==> src/rtl/switch_pkg.sv <==
// Shared definitions for the switch conditioning path: FSM encoding and the
// default qualification length.
package switch_pkg;

    localparam int DEBOUNCE_CYCLES_DEFAULT = 4;

    typedef enum logic [1:0] {
        IDLE_LOW  = 2'b00,
        WAIT_HIGH = 2'b01,
        IDLE_HIGH = 2'b10,
        WAIT_LOW  = 2'b11
    } sw_state_t;

endpackage

==> src/rtl/sync_2ff.sv <==
// Two-flop synchronizer bringing an asynchronous level into the clock domain.
module sync_2ff (
    input  logic clock,
    input  logic reset,
    input  logic d,
    output logic q
);

    logic sync1_reg;
    logic sync2_reg;

    always_ff @(posedge clock or negedge reset) begin
        if (!reset) begin
            sync1_reg <= 1'b0;
            sync2_reg <= 1'b0;
        end else begin
            sync1_reg <= d;
            sync2_reg <= sync1_reg;
        end
    end

    assign q = sync2_reg;

endmodule

==> src/rtl/switch_conditioner.sv <==
// Debounces a bouncy physical switch, emits edge pulses, and toggles a
// downstream enable on every accepted press.
module switch_conditioner
    import switch_pkg::*;
#(
    parameter int DEBOUNCE_CYCLES = DEBOUNCE_CYCLES_DEFAULT
) (
    input  logic clock,
    input  logic reset,
    input  logic raw_switch,
    output logic level,
    output logic rise,
    output logic fall,
    output logic switch
);

    localparam int CNT_W = $clog2(DEBOUNCE_CYCLES + 1);
    localparam logic [CNT_W-1:0] CNT_MAX = CNT_W'(DEBOUNCE_CYCLES);
    localparam logic [CNT_W-1:0] CNT_ONE = CNT_W'(1);

    logic             sync_q;
    sw_state_t        state_reg;
    logic [CNT_W-1:0] cnt_reg;
    logic             level_reg;
    logic             rise_reg;
    logic             fall_reg;
    logic             switch_reg;

    sync_2ff u_sync (
        .clock (clock),
        .reset (reset),
        .d     (raw_switch),
        .q     (sync_q)
    );

    // The counter tops out at DEBOUNCE_CYCLES: acceptance happens on the
    // following agreeing cycle, so it never increments past the limit.
    always_ff @(posedge clock or negedge reset) begin
        if (!reset) begin
            state_reg  <= IDLE_LOW;
            cnt_reg    <= '0;
            level_reg  <= 1'b0;
            rise_reg   <= 1'b0;
            fall_reg   <= 1'b0;
            switch_reg <= 1'b0;
        end else begin
            rise_reg <= 1'b0;
            fall_reg <= 1'b0;
            case (state_reg)
                IDLE_LOW: begin
                    if (sync_q) begin
                        state_reg <= WAIT_HIGH;
                        cnt_reg   <= CNT_ONE;
                    end else begin
                        cnt_reg <= '0;
                    end
                end
                WAIT_HIGH: begin
                    if (!sync_q) begin
                        state_reg <= IDLE_LOW;
                        cnt_reg   <= '0;
                    end else if (cnt_reg == CNT_MAX) begin
                        state_reg  <= IDLE_HIGH;
                        cnt_reg    <= '0;
                        level_reg  <= 1'b1;
                        rise_reg   <= 1'b1;
                        switch_reg <= ~switch_reg;
                    end else begin
                        cnt_reg <= cnt_reg + CNT_ONE;
                    end
                end
                IDLE_HIGH: begin
                    if (!sync_q) begin
                        state_reg <= WAIT_LOW;
                        cnt_reg   <= CNT_ONE;
                    end else begin
                        cnt_reg <= '0;
                    end
                end
                WAIT_LOW: begin
                    if (sync_q) begin
                        state_reg <= IDLE_HIGH;
                        cnt_reg   <= '0;
                    end else if (cnt_reg == CNT_MAX) begin
                        state_reg <= IDLE_LOW;
                        cnt_reg   <= '0;
                        level_reg <= 1'b0;
                        fall_reg  <= 1'b1;
                    end else begin
                        cnt_reg <= cnt_reg + CNT_ONE;
                    end
                end
                default: begin
                    state_reg <= IDLE_LOW;
                    cnt_reg   <= '0;
                end
            endcase
        end
    end

    assign level  = level_reg;
    assign rise   = rise_reg;
    assign fall   = fall_reg;
    assign switch = switch_reg;

endmodule

==> config.mk <==
export PLATFORM = sky130hd
export DESIGN_NAME = switch_conditioner
export DESIGN_NICKNAME = d
export VERILOG_FILES = /design/src/rtl/switch_pkg.sv /design/src/rtl/sync_2ff.sv /design/src/rtl/switch_conditioner.sv
export SDC_FILE = /design/constraint.sdc
export NUM_CORES = 1
export LEC_CHECK = 0
export ABC_CLOCK_PERIOD_IN_PS = 3100
export CAP_MARGIN = 40
export CORE_AREA = 2 2 39 41
export CTS_CLUSTER_SIZE = 25
export DETAILED_ROUTE_END_ITERATION = 6
export DIE_AREA = 0 0 41 43
export GPL_ROUTABILITY_DRIVEN = 0
export PLACE_DENSITY = 0.64
export SLEW_MARGIN = 20
export SYNTH_ARGS = -nofsm -noshare
export SYNTH_HDL_FRONTEND = slang
export SYNTH_SLANG_ARGS = --single-unit
==> constraint.sdc <==
create_clock -name clock -period 3.1 [get_ports clock]
set_input_delay 0.62 -clock clock [delete_from_list [all_inputs] [get_ports clock]]
set_output_delay 0.62 -clock clock [all_outputs]
set_load 0.05 [all_outputs]
After elaboration in Yosys (flattened, before gate mapping)
Cells that the tools add are included.
W data, S select, Z words.

cells by class
  add/sub/neg operators = 1
  $mul = 0
  divide/modulo/power cells = 0
  order comparisons = 0
  equality and inequality tests = 12
  shifts and indexed selects = 0
  mux-type cells = 23
  bitwise operators = 1
  reductions and logical operators = 5

operators with widths
  kind                   number
  $mux W2                6
  $pmux W3 S4            1
  $mux W1                11
  $mux W3                3
  $ne A2 B2 Y1 const B   4
  $pmux W2 S4            1
  $reduce_and A5 Y1      1
  $eq A2 B2 Y1 const B   2
  $ne A2 B1 Y1 const B   2
  $reduce_and A4 Y1      1
  $add A3 B1 Y3 const B  1
  $eq A3 B3 Y1 const B   1
  $ne A3 B2 Y1 const B   1
  $ne A3 B3 Y1 const B   1
  $reduce_and A3 Y1      1
  $eq A2 B1 Y1 const B   1
  $logic_not A2 Y1       1
  $pmux W1 S2            1
  $reduce_bool A2 Y1     1
  $not A1 Y1             1

word-level totals
  flip-flop bits (word level) = 11
  bits in latches = 0
  RAM bits = 0
  ROM bits = 0
  input bits = 3
  logic and storage cells = 50
  memories = 0

Logic depth before layout (Yosys ltp)
  word-level depth = 4
  depth in mapped cells = 5

Modules after synthesis
Synthesis repeated with hierarchy kept, for this count alone.

unflattened totals
  cells, all modules = 35
  area, all modules = 455.4 µm²

by module, submodules not included
  module              times used  cells an instance  area each (µm²)  sequential area each (µm²)
  switch_conditioner  1           33                 405.4            225.2
  sync_2ff            1           2                  50.0             50.0

Least setup slack after synthesis
OpenSTA, ideal clock, no wires.

  path type = reg2reg
  start = register cnt_reg[0]
  end = register with a tool-made name
  setup time = 0.125 ns
  data arrival time = 1.141 ns
  slack = 1.834 ns
  stages on the path, launching flop included = 5
  buffers on the path = 0
  clock period less this slack = 1.266 ns
  path through = dfrtp_1 inv_1 ha_1 and3_2 mux2_2

RTL lines
  what                    RTL line                  source
  from (decl)             switch_conditioner.sv:23  logic [CNT_W-1:0] cnt_reg;
  from (signal assigned)  switch_conditioner.sv:69  cnt_reg <= cnt_reg + CNT_ONE;
  from (signal assigned)  switch_conditioner.sv:90  cnt_reg <= cnt_reg + CNT_ONE;

Worst setup path after layout
  start = register level_reg (netlist: level)
  end = output port level

RTL lines
  what                    RTL line                  source
  from (decl)             switch_conditioner.sv:24  logic level_reg;
  from (signal assigned)  switch_conditioner.sv:42  level_reg <= 1'b0;
  from (signal assigned)  switch_conditioner.sv:65  level_reg <= 1'b1;
  from (signal assigned)  switch_conditioner.sv:87  level_reg <= 1'b0;
  to (decl)               switch_conditioner.sv:11  output logic level,

No word-level cell between the ends.

==> flow_summary.json <==
{
  "clockRootBuffer": "clkbuf_4",
  "grt_max_degree": 12,
  "r2r-start": "cnt_reg[0]",
  "yosys_most_used_dff": "dfrtp_1",
  "ir_drop_v": 0.000240,
  "syn-num-nets": 40,
  "seq_area_um2": 275,
  "crit_type": "flop to output port",
  "tightest_slew_ns": 0.502,
  "synth_top_area_share_pct": 60.4,
  "die_area_um2": 1760,
  "multi_input_area_um2": 168,
  "antenna_left": 0,
  "die_h_um": 43,
  "synth_adder_area_share_pct": 5.49,
  "clk_pin_slew_ns": 0.07,
  "ctsResizeCount": 0,
  "io-pin-count": 7,
  "critPathArrivalTime_ns": 1.45,
  "clk_path_buf_depth": 2,
  "antenna_found_initial": 0,
  "die_w_um": 41,
  "vias": 276,
  "drive_above_1_share_pct": 15.9,
  "fillers": 130,
  "outcome": "finished, final reports clean",
  "crit_chain": "clkdlybuf4s50_1",
  "synth-simple-area-share_pct": 16.5,
  "min_from": "u_sync.sync1_reg",
  "cts_buffers": 3,
  "finalWorstSetupSlack_ns": 1.03,
  "ys_types": 18,
  "required_ns": 2.48,
  "slew_violations": 0,
  "rows": 14,
  "num_antenna_cells": 0,
  "setup.worst_path.start_class": "flop",
  "synth_top_family_by_area": "simple AND/OR/NAND/NOR gates",
  "clock_skew_ns": 0.00177,
  "floorplan.initialDensity_pct": 32.9,
  "synth_xor_area_share_pct": 5.77,
  "fin_crit_sh_pct": 66.8,
  "leakage_nw": 0.262,
  "drc": 0,
  "grt_pass1_vias": 300,
  "seq_area_frac_synth_pct": 60.4,
  "routedWlPerCell_um": 11.0,
  "setup_viol": 0,
  "grt_usage_pct": 10.3,
  "utilization_pct": 40.2,
  "synth.avg_cell_area_um2": 13.0,
  "rsz0062_at_grt": "false",
  "grt_overflow": 0,
  "reg2reg_slack_ns": 1.75,
  "cts.sink_count": 11,
  "grt_pass1_wl_um": 1160,
  "hold_violations": 0,
  "maxCapViolCount": 0,
  "post-place-ws_ns": 1.33,
  "fin_crit_ns": 2.07,
  "p_per_area_nw_per_um2": 621,
  "cp-startpoint": "level",
  "place_inst": 56,
  "cp_slowest_cell": "clkdlybuf4s50_1",
  "cp_num_cells": 1,
  "cts_setup_buffers": 0,
  "cp-end-kind": "output port",
  "cts.htree.levels": 1,
  "syn-cell-area_um2": 455,
  "synth-edff-count": 0,
  "insertion_delay_ns": 0.26,
  "yosysMostFrequentCell": "dfrtp_1",
  "nets": 50,
  "cts_tree": "built",
  "syn_inst": 35,
  "drtPass1Iterations": 2,
  "relSlewSlack_pct": 66.4,
  "vias_per_cell": 4.60,
  "fin_cells": 60,
  "core_um2": 1380,
  "drtIter0Drc": 1,
  "cp_top_family": "buffers and inverters",
  "synth_top_area_cell": "dfrtp_1",
  "wirelength_um": 658,
  "fin_setup_tns_ns": 0,
  "hp-class": "flop to flop",
  "ys_top_cells_by_count": "dfrtp_1, a21oi_1",
  "hold_buffers": 0,
  "crit_fanout": 3,
  "synth_compound_area_share_pct": 4.40,
  "async_flop_share_pct": 100,
  "io_buffers": 6,
  "reg2reg_depth": 4,
  "critPathMaxStageDelay_ns": 0.82,
  "crit_end": "level",
  "fmax_ghz": 0.483,
  "fin_area_um2": 557,
  "synthMuxAreaShare_pct": 4.67,
  "largest_reg_flops": 3,
  "ys_seq_elements": 11,
  "area_growth_syn_to_layout_pct": 22.3,
  "cp_num_buf_inv": 1,
  "yosysWarnings": 0,
  "place_area_um2": 531,
  "netlist_top_cells_area": "dfrtp_1, ha_1, nor3b_4, xor2_1, a21oi_1"
}
[worst min path at each step]
stage	slack [ns]	depth (start not counted)	end
floorplan	0.32	0	async pin
global placement	0.34	0	u_sync.q
detailed placement	0.36	0	u_sync.q
CTS	0.38	0	u_sync.q
global route	0.38	0	u_sync.q
finish	0.37	0	u_sync.q
[cells by family after synthesis]
family | after synthesis
buffers and inverters | 3
flip-flops | 11
multiplexers | 2
XOR/XNOR | 3
AND/OR/NAND/NOR | 10
AO/OA/AOI/OAI | 4
adder cells (fa/ha/maj) | 2
[stage by stage]
step	total power, mW	hold slack, ns
final	0.346	0.367
after global routing	0.368	0.375
after CTS	0.350	0.381
after detailed placement	0.253	0.358
after global placement	0.252	0.336
after floorplan	0.230	0.324
[where the power goes]
| part | total (mW) | switching (mW) | internal (mW) | leakage [nW] |
|---|---|---|---|---|
| Combinational | 0.0699 | 0.0401 | 0.0298 | 0.103 |
| Clock | 0.0966 | 0.0468 | 0.0498 | 0.0150 |
| Sequential | 0.179 | 0.0175 | 0.162 | 0.144 |
| Total | 0.346 | 0.104 | 0.242 | 0.262 |
[layout by cell type, fill, tap and decap left out, drive strengths merged]
cell type / count
nor2: 1
xor2: 2
a21oi: 3
xnor2: 1
mux2i: 1
ha: 2
inv: 2
dfrtp: 11
nand2: 2
nor3b: 2
or2b: 1
and3: 3
o21ai: 1
clkdlybuf4s50: 6
nand3: 1
mux2: 1
clkbuf: 4
[layer usage]
metal,track usage (%),routed length [um],vias up
met4,8.00,15,0
li1,-,-,136
met5,0,0,-
met2,15.3,343,5
met3,2.62,34,4
met1,11.7,265,131
[cell type report]
class | count | area share (%)
repair buffers | 6 | 10.8
clock buffers | 4 | 4.72
multi-input cells | 21 | 30.1
inverters | 2 | 1.35
well taps | 16 | 3.60
flip-flops and latches | 11 | 49.4
No activity file was read; power rests on OpenSTA's default activity.
